### src/rtl/sync_fifo_buffer.sv
// Single-clock circular FIFO with full/empty flags.
// Read port is either first-word-fall-through or a registered standard read.
module sync_fifo_buffer #(
   parameter int unsigned FIFO_DEPTH = 32,
   parameter int unsigned FWFT       = 1,
   parameter int unsigned DATA_WIDTH = 8
) (
   input  logic                  clk_i,
   input  logic                  rst_i,
   input  logic [DATA_WIDTH-1:0] wr_data_i,
   input  logic                  write_i,
   input  logic                  read_i,
   output logic [DATA_WIDTH-1:0] rd_data_o,
   output logic                  full_o,
   output logic                  empty_o
);

   localparam int unsigned AW         = $clog2(FIFO_DEPTH);
   localparam logic [AW:0] FULL_COUNT = (AW+1)'(FIFO_DEPTH);

   logic [DATA_WIDTH-1:0] mem [FIFO_DEPTH];
   logic [AW-1:0]         wr_ptr;
   logic [AW-1:0]         rd_ptr;
   logic [AW:0]           count;
   logic                  wr_en;
   logic                  rd_en;

   assign empty_o = (count == '0);
   assign full_o  = (count == FULL_COUNT);

   // A read frees a slot in the same edge, so a full FIFO still accepts write+read.
   assign rd_en = read_i & ~empty_o;
   assign wr_en = write_i & (~full_o | read_i);

   always_ff @(posedge clk_i) begin
      if (rst_i) begin
         wr_ptr <= '0;
         rd_ptr <= '0;
         count  <= '0;
      end else begin
         if (wr_en) begin
            wr_ptr <= wr_ptr + 1'b1;
         end
         if (rd_en) begin
            rd_ptr <= rd_ptr + 1'b1;
         end
         unique case ({wr_en, rd_en})
            2'b10:   count <= count + 1'b1;
            2'b01:   count <= count - 1'b1;
            default: count <= count;
         endcase
      end
   end

   always_ff @(posedge clk_i) begin
      if (!rst_i && wr_en) begin
         mem[wr_ptr] <= wr_data_i;
      end
   end

   generate
      if (FWFT != 0) begin : g_fwft
         assign rd_data_o = mem[rd_ptr];
      end else begin : g_std
         always_ff @(posedge clk_i) begin
            if (rst_i) begin
               rd_data_o <= '0;
            end else if (rd_en) begin
               rd_data_o <= mem[rd_ptr];
            end
         end
      end
   endgenerate

endmodule

### config.mk
export PLATFORM = sky130hd
export DESIGN_NAME = sync_fifo_buffer
export DESIGN_NICKNAME = d
export VERILOG_FILES = /design/src/rtl/sync_fifo_buffer.sv
export SDC_FILE = /design/constraint.sdc
export NUM_CORES = 1
export LEC_CHECK = 0
export BUFFER_PORTS_ARGS = -buffer_cell sky130_fd_sc_hd__buf_2
export CORE_MARGIN = 2
export CORE_UTILIZATION = 67
export DETAILED_ROUTE_END_ITERATION = 10
export PLACE_DENSITY = 0.84
export SYNTH_ARGS = -nofsm -noshare
export SYNTH_HDL_FRONTEND = slang
export SYNTH_SLANG_ARGS = --single-unit
### constraint.sdc
create_clock -name clk_i -period 7.4 [get_ports clk_i]
set_input_delay 0.74 -clock clk_i [delete_from_list [all_inputs] [get_ports clk_i]]
set_output_delay 0.74 -clock clk_i [all_outputs]
set_load 0.03 [all_outputs]
### Yosys cells after proc, flatten, opt, wreduce, memory -nomap -nowiden

Memories as Yosys holds them, arrays and structs flattened. A register that Yosys moved wholly into a read port is not among the register bits.
Cells that the tools add are included.

* memory bits (writable): 256
* output and inout bits: 10
* memories: 1
* bits in registers: 16
* word-level logic and storage cells: 25
* latch bits: 0
* ROM bits: 0
* input bits: 12

* add/sub/neg operators: 4
* shift-type cells: 0
* muxes and demuxes: 5
* bitwise operators: 5
* divide/modulo/power cells: 0
* order comparisons: 0
* reductions and logical operators: 4
* $mul: 0
* equality and inequality tests: 3

Memories
* mem: words 32, width 8, read ports 1, clocked after memory_dff 1, write ports 1, line 21 `logic [DATA_WIDTH-1:0] mem [FIFO_DEPTH];`

Operator list (count)
* $pmux 6 s2: 1
* $add 5x1->5 const B: 2
* $mux 5: 2
* $add 6x1->6 const B: 1
* $eq 6x6->1 const B: 1
* $logic_not 6->1: 1
* $sub 6x1->6 const B: 1
* $and 1x1->1: 2
* $eq 2x1->1 const B: 1
* $eq 2x2->1 const B: 1
* $mux 1: 2
* $not 1->1: 2
* $reduce_bool 2->1: 1
* $logic_and 1x1->1: 1
* $logic_not 1->1: 1
* $or 1x1->1: 1

### Depth between registers and ports, before layout

* depth after elaboration: 7
* gate-level depth with buffers: 11
* depth with buffers taken out: 10

### Least setup slack after synthesis

OpenSTA, ideal clock, no wires.

* path type: flip-flop to flip-flop
* start: register count[0]
* end: register count[5]
* data required time: 7.279 ns
* slack: 4.310 ns
* path buffers: 1
* arrival: 2.969 ns
* library setup time: 0.121 ns
* stages on the path, launching flop included: 11
* clock period less this slack: 3.090 ns
* cells stage by stage: dfxtp_1 > or4_1 > buf_2 > o31ai_2 > inv_1 > ha_1 > ha_1 > or4b_2 > a21oi_1 > nand4b_1 > mux2_2

* longest elaborated chain between the ends: 6
* elaborated cells between the ends (all ways): 13
* those cells by class: 2 x add/sub; 3 x eq/ne; 1 x mux; 5 x bitwise; 2 x reduce/logical

Ends and longest elaborated chain
* from (decl): line 24 `logic [AW:0] count;`
* from (signal assigned): line 48 `2'b10: count <= count + 1'b1;`
* from (signal assigned): line 49 `2'b01: count <= count - 1'b1;`
* from (signal assigned): line 50 `default: count <= count;`
* $eq 6x6->1: line 29 `assign full_o = (count == FULL_COUNT);`
* $not 1->1: line 33 `assign wr_en = write_i & (~full_o | read_i);`
* $or 1x1->1: line 33
* $and 1x1->1: line 33
* $eq 2x1->1 / $eq 2x2->1 (equally long branches): line 47 `unique case ({wr_en, rd_en})`
* $pmux 6 s2 / $reduce_bool 2->1 (equally long branches)

Parallel ways exist; a longest one is shown, timed or not.
A chain may end at the register's enable or synchronous reset.

==> metrics <==
post-synthesis simple-gate area fraction=5.156%; Critical Path RT=6660 ps; Post-Place Setup Slack=3896 ps; Finished Layout Cells=880; CTS tree=built; initial drt markers=908; power density cells=301.7 mW/mm^2; ranking of synthesized cells by area=edfxtp_1, mux4_2, mux2i_1; outcome=finished clean; row cnt=46; Core Footprint=0.01600 sq mm; initial antenna violation count=0; H-tree levels=1; fmax=241.7 MHz; Die Y=132.2 um; largest net degree at the start of global routing=67; port buffer count=21; skew final=6.690 ps; worst hold path depth=2; Slew headroom=15.55%; hpwl dp=14010 um; crit start category=register; Hold Buf Count CTS=0; mux cell area share after synthesis=12.55%; syn_area_per_cell=17.68 sq um; CP max stage cell=mux4_2; Post-Syn Nets=646; Num CTS Buffers=27; DR WL/cell=27.14 um; EDFF count, synth=256; Reg clk slew, reported paths=60 ps; maximum VDD drop=189.9 uV; diode count=0; main combinational cell family by area after synthesis=multiplexers; post-route cell area=0.01217 sq mm; Netlist Area Pre-Place=0.01102 sq mm; Die W=132.2 um; crit-path max FO=30; clock tree buffer depth=3; first-pass GRT wire length=36810 um; r2r worst-path depth=9; Distinct cells, synth=52; CTS sink cnt=277; vias in the first global route=5954; fraction of layout cells with a size suffix above 1=15.96%; Final Net Count=667; Synth top area share=69.78%; post-synthesis sequential area ratio=73.59%; Synth-to-Final Area Change=10.44%; Crit path largest cell delay=620 ps; Syn. warnings=0; Finished Core Util=76.04%; Final Max Tran Viols=0; Setup Fix Bufs, Post-CTS=0; hold crit path type=register to register; Lkg Pwr=3.778 nW; crit end category=output port; Routed WL=23880 um; Vias=6078; DIE AREA=0.01748 sq mm; Cell Chain, Critical Path=buf_4 -> mux4_2 -> a22o_1 -> a221oi_1 -> nand3_1 -> buf_2; Initial Util=68.85%; Top FF cell, synth=edfxtp_1; Post-Synth XOR/XNOR Area=0.3975%; Fin. Hold Viols=0; DR pass1 iterations=6; total track usage=28.23%; Worst EP arrival=3400 ps; via/cell ratio=6.907; worst slew pin tran=1264 ps; cts repair resizes=0; maxcap violations=0; # IOs=22; commonest cells after routing, fill and taps aside=edfxtp_1, mux2i_1, nor2_1; Tmin final=4138 ps; gpl congestion=0.8846; Post-DP Area=0.01126 sq mm; Final ANT Viol Nets=0; Root Buffer=clkbuf_16; post-route clock period utilization=55.91%; residual DRC count=0; RSZ-0062 raised after global routing=no; commonest non-fill, non-tap cell in the layout=edfxtp_1; synthesized instance count=623; setup ws final=3262 ps; Crit Path Class=register to output port; Setup-failing EPs final=0; Adder-Cell Fraction of Synth Area=1.317%; setup TNS=0 ps; Synth Area in Compound Gates=5.258%; Clk Latency, worst-skew pair=520 ps; #FFs+latches synth=277; Placed Cells=831; GR Overflow Total=0; async set-reset flop share out of synthesis=0%; leading area contributor after synthesis=edfxtp_1
-- per-stage QoR --
step                      total power (W)  hold WS [ps]
after floorplan                  0.002163         454.3
after global placement           0.002281         477.3
after detailed placement         0.002301         502.0
after CTS                        0.003672         514.6
after global routing             0.003781         551.2
final                            0.003670         514.9
-- logic make-up (layout without fill, tap and decap cells) --
family / Yosys count / count (layout)
flops: 277 / 277
xor+xnor: 5 / 5
fa+ha+maj: 11 / 11
simple gates: 116 / 116
mux: 98 / 98
buf+inv: 41 / 82
compound gates: 75 / 75
-- report_power, final --
part,leakage [nW],switching [W],internal [W],total [W]
sequential,2.48,0.0000338,0.00174,0.00177
clock,0.438,0.000545,0.000843,0.00139
combinational,0.865,0.000329,0.000181,0.000511
total,3.78,0.000908,0.00276,0.00367
-- cell type report --
cell class                      count  area (sq um)
Tap cell                          216         270.3
Fill cell                         880          3834
Clock inverter                      9         147.6
Multi-Input combinational cell    305          2719
Inverter                           10         42.54
Sequential cell                   277          8113
Timing Repair Buffer               23         120.1
Clock buffer                       40         754.5
-- sequential cells by signal, summed over array words and instances, names as in the netlist, named ones only --
register  count
mem         256
wr_ptr        5
count         6
rd_ptr        5
-- cells in the mapped netlist, types with 3 or more instances --
cell type / count
o21a_1: 5
edfxtp_1: 256
a22oi_1: 32
inv_1: 8
mux2i_1: 65
a21oi_1: 7
xor2_1: 5
ha_1: 10
mux4_2: 32
nor2b_1: 4
dfxtp_1: 21
nand2_1: 10
nand3_1: 30
nor3_1: 4
nor2_1: 47
clkbuf_1: 13
a221oi_1: 8
o21ai_0: 3
a22o_1: 8
or3_1: 3
buf_2: 13
-- critical path, delay by kind of cell (launching register included) --
family	cells	cell delay, ps
muxes	1	620
buffers and inverters	2	790
and+or+nand+nor	1	220
AOI/OAI and AO/OA	2	790
DFF	1	460
-- routing by layer --
layer	vias up	global-route usage (%)	share of wire, %
met5	-	0	0
met4	0	11.17	3.8
met3	72	4.075	11
met2	452	44.42	48
met1	3014	40.98	38
li1	2540	-	-
-- worst paths after layout --
check	end	slack, ps	startpoint
max	rd_data_o[5]	3260	register
max reg2reg	count[5]	4060	count[0]
min reg2reg	wr_ptr[1]	510	wr_ptr[1]
min	wr_ptr[1]	510	wr_ptr[1]
Power figures use the tool's default switching activity.
